==> src/rtl/imem_loader_pkg.sv <==
// Shared definitions for the instruction-memory loader: FSM state encoding,
// frame constants and the length-decoding helper.
package loader_pkg;

    // Loader FSM states.
    typedef enum logic [2:0] {
        ST_IDLE = 3'd0,
        ST_SYNC = 3'd1,
        ST_LEN  = 3'd2,
        ST_DATA = 3'd3,
        ST_CHK  = 3'd4,
        ST_DONE = 3'd5,
        ST_ERR  = 3'd6
    } loader_state_e;

    // Default start-of-frame marker.
    localparam logic [7:0] SYNC_BYTE_DEFAULT = 8'hA5;

    // Checksum accumulator width: the frame sum is taken modulo 256.
    localparam int CKSUM_W = 8;

    // Payload length carried by a LEN byte. Zero encodes 256, and the result
    // is clamped to the number of addressable instruction words so a frame
    // can never wrap the address counter.
    function automatic int unsigned frame_len(input logic [7:0] len_byte,
                                              input int addr_w);
        int unsigned n;
        int unsigned limit;
        n     = (len_byte == 8'd0) ? 32'd256 : {24'd0, len_byte};
        limit = 32'd1 << addr_w;
        if (n > limit) begin
            n = limit;
        end
        return n;
    endfunction

endpackage

==> src/rtl/imem_loader_if.sv <==
// Byte-stream receive handshake plus instruction-memory write port.
// The master side is the byte source / memory; the slave side is the loader.
interface imem_loader_if #(
    parameter int ADDR_W = 8
) ();

    logic              rx_valid;
    logic [7:0]        rx_data;
    logic              rx_ready;
    logic              imem_wr_en;
    logic [ADDR_W-1:0] imem_wr_addr;
    logic [7:0]        imem_wr_data;

    modport master (
        output rx_valid,
        output rx_data,
        input  rx_ready,
        input  imem_wr_en,
        input  imem_wr_addr,
        input  imem_wr_data
    );

    modport slave (
        input  rx_valid,
        input  rx_data,
        output rx_ready,
        output imem_wr_en,
        output imem_wr_addr,
        output imem_wr_data
    );

endinterface

==> src/rtl/imem_loader_timer.sv <==
// Inter-byte idle timer. Counts enabled cycles since the last clear and
// flags expiry on the TIMEOUT-th idle cycle so the FSM can abort on the
// following edge.
module loader_timer #(
    parameter int TIMEOUT = 1024
) (
    input  logic clk,
    input  logic reset_n,
    input  logic clear,
    input  logic enable,
    output logic expired
);

    localparam int CW = $clog2(TIMEOUT + 1);

    logic [CW-1:0] count_q;
    logic [CW-1:0] count_d;
    logic          at_limit;

    assign at_limit = (count_q == CW'(TIMEOUT - 1));
    assign expired  = enable && at_limit;

    // Next count: clear wins, otherwise advance while enabled and not yet at the limit.
    always_comb begin
        count_d = count_q;
        if (clear) begin
            count_d = '0;
        end else if (enable && !at_limit) begin
            count_d = count_q + CW'(1);
        end
    end

    // Count register.
    always_ff @(posedge clk or negedge reset_n) begin
        if (!reset_n) begin
            count_q <= '0;
        end else begin
            count_q <= count_d;
        end
    end

endmodule

==> src/rtl/imem_loader.sv <==
// Program loader: receives a framed byte stream (sync, length, payload,
// checksum), writes each payload byte to instruction memory one cycle after
// it is accepted, and releases the core only after a frame verifies.
module imem_loader
    import loader_pkg::*;
#(
    parameter int         ADDR_W    = 8,
    parameter int         TIMEOUT   = 1024,
    parameter logic [7:0] SYNC_BYTE = SYNC_BYTE_DEFAULT
) (
    input  logic          clk,
    input  logic          reset_n,
    input  logic          start,
    imem_loader_if.slave  bus,
    output logic          cpu_run,
    output logic          load_done,
    output logic          load_err
);

    // Byte counter needs one extra bit so it can hold the full 2^ADDR_W length.
    localparam int CNT_W = ADDR_W + 1;

    loader_state_e      state_q, state_d;
    logic [CNT_W-1:0]   len_q, len_d;
    logic [CNT_W-1:0]   cnt_q, cnt_d;
    logic [CKSUM_W-1:0] sum_q, sum_d;
    logic               wr_en_q, wr_en_d;
    logic [ADDR_W-1:0]  wr_addr_q, wr_addr_d;
    logic [7:0]         wr_data_q, wr_data_d;

    logic               rx_ready;
    logic               accept;
    logic               timed_state;
    logic               timer_clear;
    logic               timer_expired;
    logic [CKSUM_W-1:0] chk_total;
    logic [CNT_W-1:0]   cnt_inc;

    assign rx_ready    = (state_q == ST_SYNC) || (state_q == ST_LEN) ||
                         (state_q == ST_DATA) || (state_q == ST_CHK);
    assign accept      = bus.rx_valid && rx_ready;
    assign timed_state = (state_q == ST_LEN) || (state_q == ST_DATA) ||
                         (state_q == ST_CHK);
    // Outside the timed states the counter is held at zero, so it is
    // already clean on entry to LEN; later state entries coincide with an
    // accepted byte, which also clears it.
    assign timer_clear = accept || !timed_state;
    assign chk_total   = sum_q + bus.rx_data;
    assign cnt_inc     = cnt_q + CNT_W'(1);

    loader_timer #(
        .TIMEOUT (TIMEOUT)
    ) u_timer (
        .clk     (clk),
        .reset_n (reset_n),
        .clear   (timer_clear),
        .enable  (timed_state),
        .expired (timer_expired)
    );

    // Next-state, counters, checksum and write-port registers. An accepted
    // byte takes priority over a simultaneous timeout.
    always_comb begin
        state_d   = state_q;
        len_d     = len_q;
        cnt_d     = cnt_q;
        sum_d     = sum_q;
        wr_en_d   = 1'b0;
        wr_addr_d = wr_addr_q;
        wr_data_d = wr_data_q;

        case (state_q)
            ST_IDLE, ST_DONE, ST_ERR: begin
                if (start) begin
                    state_d = ST_SYNC;
                end
            end

            ST_SYNC: begin
                if (accept && (bus.rx_data == SYNC_BYTE)) begin
                    state_d = ST_LEN;
                end
            end

            ST_LEN: begin
                if (accept) begin
                    len_d   = CNT_W'(frame_len(bus.rx_data, ADDR_W));
                    cnt_d   = '0;
                    sum_d   = '0;
                    state_d = ST_DATA;
                end else if (timer_expired) begin
                    state_d = ST_ERR;
                end
            end

            ST_DATA: begin
                if (accept) begin
                    wr_en_d   = 1'b1;
                    wr_addr_d = cnt_q[ADDR_W-1:0];
                    wr_data_d = bus.rx_data;
                    sum_d     = chk_total;
                    cnt_d     = cnt_inc;
                    if (cnt_inc == len_q) begin
                        state_d = ST_CHK;
                    end
                end else if (timer_expired) begin
                    state_d = ST_ERR;
                end
            end

            ST_CHK: begin
                if (accept) begin
                    state_d = (chk_total == '0) ? ST_DONE : ST_ERR;
                end else if (timer_expired) begin
                    state_d = ST_ERR;
                end
            end

            default: begin
                state_d = ST_IDLE;
            end
        endcase
    end

    // State and datapath registers.
    always_ff @(posedge clk or negedge reset_n) begin
        if (!reset_n) begin
            state_q   <= ST_IDLE;
            len_q     <= '0;
            cnt_q     <= '0;
            sum_q     <= '0;
            wr_en_q   <= 1'b0;
            wr_addr_q <= '0;
            wr_data_q <= '0;
        end else begin
            state_q   <= state_d;
            len_q     <= len_d;
            cnt_q     <= cnt_d;
            sum_q     <= sum_d;
            wr_en_q   <= wr_en_d;
            wr_addr_q <= wr_addr_d;
            wr_data_q <= wr_data_d;
        end
    end

    assign bus.rx_ready     = rx_ready;
    assign bus.imem_wr_en   = wr_en_q;
    assign bus.imem_wr_addr = wr_addr_q;
    assign bus.imem_wr_data = wr_data_q;

    // Status is a pure decode of the registered state, so run/done only rise
    // once the checksum byte has been accepted, after the last write.
    assign cpu_run   = (state_q == ST_DONE);
    assign load_done = (state_q == ST_DONE);
    assign load_err  = (state_q == ST_ERR);

endmodule

==> src/flat_wrapper.sv <==
// flat-port wrapper written by rule: the top's interface ports become plain ports
module imem_loader_flat import loader_pkg::*;
#(
    parameter int         ADDR_W    = 8,
    parameter int         TIMEOUT   = 1024,
    parameter logic [7:0] SYNC_BYTE = SYNC_BYTE_DEFAULT
)
  (clk, reset_n, start, cpu_run, load_done, load_err, bus_rx_valid, bus_rx_data, bus_rx_ready, bus_imem_wr_en, bus_imem_wr_addr, bus_imem_wr_data);
  imem_loader_if #(.ADDR_W(ADDR_W)) bus_i ();
  input  logic clk;
  input  logic reset_n;
  input  logic start;
  output logic cpu_run;
  output logic load_done;
  output logic load_err;
  input wire logic [$bits(bus_i.rx_valid)-1:0] bus_rx_valid;
  input wire logic [$bits(bus_i.rx_data)-1:0] bus_rx_data;
  output wire logic [$bits(bus_i.rx_ready)-1:0] bus_rx_ready;
  output wire logic [$bits(bus_i.imem_wr_en)-1:0] bus_imem_wr_en;
  output wire logic [$bits(bus_i.imem_wr_addr)-1:0] bus_imem_wr_addr;
  output wire logic [$bits(bus_i.imem_wr_data)-1:0] bus_imem_wr_data;
  assign bus_i.rx_valid = bus_rx_valid;
  assign bus_i.rx_data = bus_rx_data;
  assign bus_rx_ready = bus_i.rx_ready;
  assign bus_imem_wr_en = bus_i.imem_wr_en;
  assign bus_imem_wr_addr = bus_i.imem_wr_addr;
  assign bus_imem_wr_data = bus_i.imem_wr_data;
  imem_loader #(.ADDR_W(ADDR_W), .TIMEOUT(TIMEOUT), .SYNC_BYTE(SYNC_BYTE)) u_core (.clk(clk), .reset_n(reset_n), .start(start), .bus(bus_i), .cpu_run(cpu_run), .load_done(load_done), .load_err(load_err));
endmodule
==> config.mk <==
export PLATFORM = sky130hd
export DESIGN_NAME = imem_loader_flat
export DESIGN_NICKNAME = d
export VERILOG_FILES = /design/src/rtl/imem_loader_pkg.sv /design/src/rtl/imem_loader_if.sv /design/src/rtl/imem_loader_timer.sv /design/src/rtl/imem_loader.sv /design/src/flat_wrapper.sv
export SDC_FILE = /design/constraint.sdc
export NUM_CORES = 1
export LEC_CHECK = 0
export CAP_MARGIN = 15
export CORE_MARGIN = 2
export CORE_UTILIZATION = 25
export CTS_CLUSTER_DIAMETER = 80
export DETAILED_ROUTE_END_ITERATION = 6
export HOLD_SLACK_MARGIN = 0.05
export PLACE_DENSITY_LB_ADDON = 0.15
export RECOVER_POWER = 50
export SLEW_MARGIN = 20
export SYNTH_ARGS = -nofsm -noshare
export SYNTH_HDL_FRONTEND = slang
export SYNTH_HIERARCHICAL = 1
export SYNTH_SLANG_ARGS = --single-unit
==> constraint.sdc <==
create_clock -name clk -period 3.9 [get_ports clk]
set_clock_uncertainty 0.1 [all_clocks]
set_input_delay 0.78 -clock clk [delete_from_list [all_inputs] [get_ports clk]]
set_output_delay 0.78 -clock clk [all_outputs]
set_load 0.01 [all_outputs]
==> summary.md, run 1 <==
| Metric | Value |
|---|---|
| Most common cell after layout, fill and taps aside | `nand2_1` |
| Compound-Gate Fraction of Synth Area | `14.9%` |
| Crit-path slowest cell | `clkdlybuf4s50_1` |
| PD cells | `660 mW/mm²` |
| Vias | `2,743` |
| Synth warn | `6` |
| Ports | `33` |
| FFs w/ async S/R, synth | `100%` |
| Fin. max-slew vios | `28` |
| CP cell instances | `clkdlybuf4s50_1 -> ha_1 -> fa_1 -> xor2_1 -> or4_1 -> nor4_1 -> nand3_1 -> a221o_1` |
| FF-to-FF Start | `u_core/state_q[1]` |
| Site Rows | `41` |
| Die area | `0.0141 mm²` |
| Final setup violation count | `0` |
| Initial core utilization | `25.9%` |
| Seq cells post-synth | `57` |
| Post-CTS Setup Bufs | `0` |
| Reg2reg end | `u_core/state_q[0]` |
| CTS Sinks | `57` |
| Max_cap viols | `1` |
| Register Area | `0.00143 mm²` |
| Post-synth cell types | `60` |
| Multiplexer share of the synthesized area | `5.10%` |
| Design Power | `2.67 mW` |
| Unrepaired setup endpoints after global routing | `false` |
| Outcome | `finished, violations left` |
| Global placer's final weighted congestion | `0.781` |
| Flop2flop setup slack | `1.03 ns` |
| Post-DP HPWL | `6060 µm` |
| Max Freq | `301 MHz` |
| CP Max Fanout | `5` |
| Post-CTS Hold Fix Bufs | `0` |
| Area growth from synthesis to layout | `23.0%` |
| Post-synthesis sequential area ratio | `43.3%` |
| Largest net degree at the start of global routing | `28` |
| Number of synthesized flops with an enable pin | `0` |
| Measured slew at the worst slew-check pin | `1.51 ns` |
| TritonCTS clock tree | `done` |
| Predominant post-synthesis flop cell | `dfrtp_1` |
| Antenna-violating nets left | `0` |
| Hold Path Sink | `u_core/sum_q[0]` |
| Mapped Area | `0.00329 mm²` |
| VDD IR-drop max | `0.256 mV` |
| Depth of the most critical reg-to-reg path | `9` |
| Pre-CTS WS | `0.266 ns` |
| Clk slew on worst S/H paths | `0.05 ns` |
| Die X | `119 µm` |
| Global-route wire length before repair | `14,200 µm` |
| Post-synthesis simple-gate area fraction | `24.1%` |
| Number of cells on the worst hold path | `2` |
| CTS root buf | `clkbuf_16` |
| Vias per inst | `4.82` |
| Adder-Cell Fraction of Synth Area | `4.03%` |
| Port bufs | `32` |
| CP endpoint kind | `register` |
| Total grt overflow | `0` |
| PnR worst setup slack | `0.577 ns` |
| Most frequent cells in the layout | `80 x nand2_1, 57 x dfrtp_1, 23 x clkdlybuf4s50_1` |
| Failing checks | `capacitance limit, slew limit` |
| FILL cells | `1,409` |
| Total routed wirelength | `8400 µm` |
| Final setup TNS | `0 ns` |
| Syn avg cell area | `9.17 µm²` |
| Cts repair resizes | `0` |
| CP startpoint kind | `input pin` |
| Hold Violations, Final | `0` |
| Total CTS buffers | `9` |
| Initial antenna violation count | `0` |
| Die height | `119 µm` |
| XOR/XNOR Fraction of Synth Area | `5.06%` |
| Syn Nets | `381` |
| ANT cells | `0` |
| Clock Path Buffers | `2` |
| Syn Inst Count | `359` |
| Delay-heaviest family, CP | `simple AND/OR/NAND/NOR gates` |
| Main combinational cell family by area after synthesis | `simple AND/OR/NAND/NOR gates` |
| Worst hold path startpoint | `u_core/sum_q[0]` |
| Hold WC Path Type | `reg2reg` |
| Final period utilization | `85.2%` |
| Worst-Skew Late Latency | `0.33 ns` |
| Pre-antenna DRT Iters | `4` |
| H-tree levels | `3` |
| Fin crit period | `3.32 ns` |
| Core Box Area | `0.0127 mm²` |
| LEAKAGE | `1.71 nW` |
| Slew headroom | `-0.958%` |
| CP startpoint | `bus_rx_data[0]` |
| Number of global-route vias before repair | `2,750` |
| DRC viols | `0` |
| Net count, final | `414` |
| Crit path largest cell delay | `0.48 ns` |
| Routed len/inst | `14.8 µm` |
| Worst path bufs/invs | `1` |
| GRT Total Usage | `12.7%` |
| Kind of critical path | `in2reg` |
| Initial DRC count | `156` |
| Crit path DAT | `3.43 ns` |
| CP required | `4.01 ns` |
| Multi-input logic area | `0.00175 mm²` |
| Share of layout cells above drive strength 1 | `9.82%` |
-- worst max path at each step --
| stage | to | cells past startpoint |
|---|---|---|
| after CTS | u_core/state_q[1] | 8 |
| final | u_core/state_q[1] | 8 |
| after global placement | u_core/state_q[1] | 8 |
| after global routing | u_core/state_q[1] | 8 |
| after floorplan | u_core/state_q[1] | 7 |
| after detailed placement | u_core/state_q[1] | 8 |
-- sequential cells by signal (all words and copies together) (netlist names) --
signal and cells:
u_core/bus.imem_wr_data 8, u_core/bus.imem_wr_en 1, u_core/sum_q 8, u_core/state_q 3, u_core/len_q 9, u_core/cnt_q 9, u_core/bus.imem_wr_addr 8, u_core/u_timer/count_q 11
-- where the power goes --
| part | internal, mW | switching (mW) | total [mW] |
|---|---|---|---|
| registers | 0.759 | 0.161 | 0.920 |
| clock network | 0.426 | 0.290 | 0.716 |
| logic | 0.472 | 0.562 | 1.03 |
-- layout make-up --
type                    instances  area share [%]
inverters                       7           0.649
clock inverters                 7            1.18
flip-flops and latches         57            35.3
repair buffers                 39            8.78
clock buffers                   9            5.57
well taps                     172            5.32
multi-input cells             278            43.3
-- metal layers --
layer,global-route usage [%],share of wire (%),routed length (µm)
met1,17.1,48,4020
met2,19.3,47,3940
met3,3.23,3.6,304
met4,5.13,1.6,136
met5,0,0,0
-- cell families (layout without fill, tap and decap cells) --
| kind of cell | count (synthesis) | in the layout |
|---|---|---|
| AOI/OAI and AO/OA | 68 | 68 |
| xor gates and xnor gates | 19 | 19 |
| adders and majority gates | 10 | 10 |
| buffers and inverters | 24 | 62 |
| DFF | 57 | 57 |
| muxes | 15 | 15 |
| and+or+nand+nor | 166 | 166 |
-- cells in the mapped netlist, types with 2 or more instances --
library cell  number  area (µm²)
a31oi_1            2        12.5
a211oi_1           6        45.0
o311ai_1           2        17.5
a21o_1             3        22.5
mux2i_1            4        40.0
xnor2_1            9        78.8
a21oi_1            9        45.0
clkbuf_1          10        37.5
xor2_1            10        87.6
a311oi_1           3        26.3
nand2b_1           4        25.0
inv_1              6        22.5
mux2_2             9         101
nor2_1            20        75.1
nor4_1             6        37.5
a22o_1             6        52.6
nand3_1           13        65.1
o31ai_1            3        22.5
o221ai_1           2        17.5
nand4_1            5        31.3
a211oi_2           2        25.0
o21ai_0           15        75.1
o311ai_0           2        17.5
ha_1               9         113
nor2b_1            4        25.0
and4_1             2        17.5
buf_6              2        22.5
nor3_1            13        65.1
and3_1             4        25.0
o211ai_1           2        15.0
or2_2              2        12.5
nor3b_1            3        22.5
buf_2              4        20.0
nand2_1           80         300
o21bai_1           2        15.0
dfrtp_1           57        1430
-- worst register-to-register path: cells and delay by family, from the launching register on --
family,cells,cell delay [ns]
AO/OA/AOI/OAI,2,0.34
flip-flops,1,0.50
AND/OR/NAND/NOR,7,1.80
-- per-stage QoR --
step / std cells / cell area, µm² / utilization, % / hold WS [ns]
finish: 569 / 4050 / 31.8 / 0.373
CTS: 569 / 4070 / 32.0 / 0.301
floorplan: 359 / 3290 / - / 0.343
global route: 569 / 4050 / 31.8 / 0.401
detailed placement: 553 / 3800 / 29.9 / 0.362
global placement: 552 / 3780 / 29.7 / 0.365
Power figures use the tool's default switching activity.
==> run 2: changes to the inputs <==
--- a/config.mk
+++ b/config.mk
@@ -5,7 +5,6 @@
 export SDC_FILE = /design/constraint.sdc
 export NUM_CORES = 1
 export LEC_CHECK = 0
-export CAP_MARGIN = 15
 export CORE_MARGIN = 2
 export CORE_UTILIZATION = 25
 export CTS_CLUSTER_DIAMETER = 80
==> constraint.sdc (replaced) <==
create_clock -name clk -period 4 [get_ports clk]
set_clock_uncertainty 0.1 [all_clocks]
set_input_delay 0.8 -clock clk [delete_from_list [all_inputs] [get_ports clk]]
set_output_delay 0.8 -clock clk [all_outputs]
set_load 0.01 [all_outputs]
==> summary.md, run 2 (synthesis gave the netlist of run 1 again) <==
| Metric | Value |
|---|---|
| Outcome | `finished, violations left` |
| Failing checks | `capacitance limit, slew limit` |
| Final period utilization | `84.0%` |
| Switch Pwr | `0.961 mW` |
| Post-DP HPWL | `6030 µm` |
| Slew headroom | `-14.0%` |
| TritonCTS clock tree | `done` |
| Gate power share | `37.0%` |
| DRC viols | `0` |
| Max Freq | `298 MHz` |
| Global-route wire length before repair | `14,500 µm` |
| Switching Fraction | `35.1%` |
| Post-Layout Cell Count | `567` |
| VDD IR-drop max | `0.345 mV` |
| Fin. max-slew vios | `28` |
| Clock Path Buffers | `2` |
| Biggest registers after layout | `u_core/u_timer/count_q (11), u_core/cnt_q (9), u_core/len_q (9)` |
| Number of global-route vias before repair | `2,731` |
| GRT Total Usage | `12.8%` |
| Total CTS buffers | `9` |
| FILL cells | `1,387` |
| Vias per inst | `4.86` |
| Seq pwr share | `32.9%` |
| Site Rows | `41` |
| Area growth from synthesis to layout | `24.5%` |
| CTS root buf | `clkbuf_16` |
| Final core occ | `32.2%` |
| Most frequent cells in the layout | `80 x nand2_1, 57 x dfrtp_1, 23 x clkdlybuf4s50_1` |
| Int Power | `1.77 mW` |
| Port bufs | `32` |
| Initial antenna violation count | `0` |
| Cts repair resizes | `0` |
| Initial DRC count | `114` |
| Post-CTS Setup Bufs | `0` |
| Global placer's final weighted congestion | `0.771` |
| Crit path DAT | `3.47 ns` |
| Ports | `33` |
| Pre-CTS WS | `0.310 ns` |
| Largest net degree at the start of global routing | `32` |
| Antenna-violating nets left | `0` |
| Most common cell after layout, fill and taps aside | `nand2_1` |
| Final setup TNS | `0 ns` |
| Unrepaired setup endpoints after global routing | `false` |
| Initial core utilization | `25.9%` |
| Core Box Area | `0.0127 mm²` |
| Design Power | `2.73 mW` |
| Share of layout cells above drive strength 1 | `9.87%` |
| LEAKAGE | `1.76 nW` |
| Placed insts | `553` |
| Fin crit period | `3.36 ns` |
| CP endpoint kind | `register` |
| Clk slew on worst S/H paths | `0.05 ns` |
| H-tree levels | `3` |
| Post-CTS Hold Fix Bufs | `0` |
| Routed len/inst | `15.0 µm` |
| ANT cells | `0` |
| Hold Violations, Final | `0` |
| Die X | `119 µm` |
| Total grt overflow | `0` |
| Total routed wirelength | `8500 µm` |
| Vias | `2,757` |
| Kind of critical path | `in2reg` |
| PD cells | `667 mW/mm²` |
| CP startpoint kind | `input pin` |
| Reg with most FFs | `u_core/u_timer/count_q` |
| Final setup violation count | `0` |
| Pre-antenna DRT Iters | `6` |
| Die area | `0.0141 mm²` |
| Largest register FFs | `11` |
| Clock power frac | `30.2%` |
| Measured slew at the worst slew-check pin | `1.71 ns` |
| PnR worst setup slack | `0.639 ns` |
| Hold WC Path Type | `reg2reg` |
| CTS Sinks | `57` |
| CP Max Fanout | `5` |
| Worst-Skew Late Latency | `0.32 ns` |
| Max_cap viols | `1` |
| CP required | `4.11 ns` |
| Net count, final | `414` |
| Die height | `119 µm` |
==> run 2: stage by stage <==
stage	hold WS [ns]	cell area, µm²
global placement	0.366	3790
global route	0.405	4100
CTS	0.376	4100
floorplan	0.343	3290
detailed placement	0.365	3790
finish	0.367	4100
==> run 2: cell type report <==
type                    instances  area, µm²  area share [%]
flip-flops and latches         57       1430            34.8
well taps                     172        215            5.25
multi-input cells             278       1750            42.7
inverters                       7       26.3           0.641
clock buffers                  11        253            6.17
clock inverters                 3       65.1            1.59
repair buffers                 39        360            8.80
==> run 2: final timing paths <==
kind | start | end | depth (start not counted) | slack (ns)
max in group asynchronous | reset_n | u_core/cnt_q[5] | 2 | 1.40
min | u_core/bus.imem_wr_addr[4] | u_core/bus.imem_wr_addr[4] | 2 | 0.37
min reg2reg | u_core/bus.imem_wr_addr[4] | u_core/bus.imem_wr_addr[4] | 2 | 0.37
max | bus_rx_data[0] | u_core/state_q[1] | 8 | 0.64
min in group asynchronous | reset_n | u_core/bus.imem_wr_en | 1 | 0.82
max reg2reg | u_core/state_q[1] | u_core/state_q[0] | 9 | 1.13
==> run 2: power by group through the flow <==
stage	clock network [mW]	registers, mW	logic, mW
after global placement	0	0.908	1.02
final	0.825	0.898	1.01
after detailed placement	0	0.909	1.03
after CTS	0.852	0.902	1.03
after floorplan	0	0.877	0.702
after global routing	0.876	0.929	1.14
==> run 2: worst max-delay path: stages <==
cell and delay, ns:
clkdlybuf4s50_1 0.49, ha_1 0.28, fa_1 0.42, xor2_1 0.19
or4_1 0.46, nor4_1 0.34, nand3_1 0.16, a221o_1 0.33
==> run 2: per-layer routing <==
layer	vias up	track usage, %	part of all wire, %
met5	-	0	0
li1	1363	-	-
met4	0	4.02	1.4
met2	56	19.3	45
met1	1328	18.1	50
met3	10	3.09	3.2
==> run 3: changes to the inputs <==
==> constraint.sdc (replaced) <==
create_clock -name clk -period 3.2 [get_ports clk]
set_clock_uncertainty 0.1 [all_clocks]
set_input_delay 0.64 -clock clk [delete_from_list [all_inputs] [get_ports clk]]
set_output_delay 0.64 -clock clk [all_outputs]
set_load 0.01 [all_outputs]
==> summary.md, run 3 (synthesis gave the netlist of run 1 again) <==
| Metric | Value |
|---|---|
| Outcome | `finished, violations left` |
| CTS root buf | `clkbuf_16` |
| Global-route wire length before repair | `14,100 µm` |
| Total grt overflow | `0` |
| Initial DRC count | `136` |
| Fin crit period | `3.06 ns` |
| CP Max Fanout | `2` |
| TritonCTS clock tree | `done` |
| Global placer's final weighted congestion | `0.762` |
| Hold WC Path Type | `reg2reg` |
| Max Freq | `327 MHz` |
| CTS Sinks | `57` |
| Routed len/inst | `14.2 µm` |
| Die X | `119 µm` |
| CP startpoint kind | `input pin` |
| Site Rows | `41` |
| Final setup violation count | `0` |
| Largest register FFs | `11` |
| Fin. max-slew vios | `28` |
| Cts repair resizes | `0` |
| Max_cap viols | `1` |
| Kind of critical path | `in2reg` |
| Design Power | `3.64 mW` |
| Reg with most FFs | `u_core/u_timer/count_q` |
| Final setup TNS | `0 ns` |
| PD cells | `856 mW/mm²` |
| GRT Total Usage | `12.6%` |
| Post-Layout Cell Count | `583` |
| Clock Path Buffers | `2` |
| Biggest registers after layout | `u_core/u_timer/count_q (11), u_core/cnt_q (9), u_core/len_q (9)` |
| Post-DP HPWL | `5950 µm` |
| Slew headroom | `-5.86%` |
| Post-route cell area | `0.00425 mm²` |
| Die height | `119 µm` |
| Largest net degree at the start of global routing | `32` |
| ANT cells | `0` |
| Die area | `0.0141 mm²` |
| Most frequent cells in the layout | `80 x nand2_1, 57 x dfrtp_1, 25 x clkdlybuf4s50_1` |
| Most common cell after layout, fill and taps aside | `nand2_1` |
| Failing checks | `capacitance limit, slew limit` |
| Clk slew on worst S/H paths | `0.05 ns` |
| DRC viols | `0` |
| Net count, final | `428` |
| Number of global-route vias before repair | `2,752` |
| H-tree levels | `3` |
| Measured slew at the worst slew-check pin | `1.59 ns` |
| Hold Violations, Final | `0` |
| Unrepaired setup endpoints after global routing | `false` |
| Total routed wirelength | `8290 µm` |
| Vias per inst | `4.74` |
| Vias | `2,765` |
| Final period utilization | `95.6%` |
| Core Box Area | `0.0127 mm²` |
| Total CTS buffers | `9` |
| Worst-Skew Late Latency | `0.33 ns` |
| Share of layout cells above drive strength 1 | `12.9%` |
| Crit path DAT | `3.17 ns` |
| Port bufs | `32` |
| Initial core utilization | `25.9%` |
| Antenna-violating nets left | `0` |
| CP required | `3.31 ns` |
| VDD IR-drop max | `0.370 mV` |
| Placed insts | `567` |
| Placed Area | `0.00390 mm²` |
| LEAKAGE | `1.84 nW` |
| Post-CTS Hold Fix Bufs | `0` |
| Initial antenna violation count | `0` |
| Ports | `33` |
| Pre-antenna DRT Iters | `4` |
| Area growth from synthesis to layout | `29.3%` |
| CP endpoint kind | `register` |
| Post-CTS Setup Bufs | `0` |
[run 3: path summary, 6_finish.rpt]
| path | start | to | slack, ns | cells past startpoint |
|---|---|---|---|---|
| setup / recovery | bus_rx_data[0] | u_core/state_q[1] | 0.14 | 8 |
| hold reg to reg | u_core/bus.imem_wr_addr[0] | u_core/bus.imem_wr_addr[0] | 0.36 | 2 |
| setup reg to reg | u_core/sum_q[0] | u_core/state_q[1] | 0.52 | 7 |
| hold / removal | u_core/bus.imem_wr_addr[0] | u_core/bus.imem_wr_addr[0] | 0.36 | 2 |
| min in group asynchronous | reset_n | u_core/bus.imem_wr_addr[3] | 0.60 | 1 |
| max in group asynchronous | reset_n | u_core/len_q[5] | 0.85 | 2 |
[run 3: worst max-delay path, cell delays in order]
cell and delay [ns]:
clkdlybuf4s50_1 0.42, ha_1 0.23, fa_1 0.40, xor2_1 0.19, or4_1 0.48, nor4_1 0.33, nand3_1 0.15, a221o_1 0.32
[run 3: report_power, final]
| part | internal [mW] | total (mW) | switching [mW] |
|---|---|---|---|
| Combinational | 0.614 | 1.29 | 0.678 |
| Sequential | 0.925 | 1.12 | 0.199 |
| Clock | 0.880 | 1.22 | 0.343 |
| Total | 2.42 | 3.64 | 1.22 |
[run 3: area by class of cell]
cell class | instances | area, µm²
tap | 172 | 215
multi-input combinational | 278 | 1750
sequential | 57 | 1430
timing repair buffer | 53 | 458
clock inverter | 5 | 125
inverter | 7 | 26.3
fill | 1360 | 8470
clock buffer | 11 | 253
[run 3: layer usage]
layer | up-vias | share of wire, % | GRT usage, %
met5 | - | 0 | 0
li1 | 1390 | - | -
met4 | 0 | 1.4 | 4.39
met3 | 8 | 3.7 | 3.23
met1 | 1327 | 50 | 17.0
met2 | 40 | 45 | 19.3
[run 3: metrics by stage]
stage / worst slack [ns] / hold slack [ns] / utilization, %
2_1_floorplan: 0.426 / 0.244 / -
3_5_place_dp: -0.193 / 0.361 / 30.7
5_1_grt: 0.0471 / 0.390 / 33.4
6_report: 0.140 / 0.365 / 33.4
4_1_cts: 0.155 / 0.286 / 33.7
3_3_place_gp: -0.155 / 0.362 / 30.7
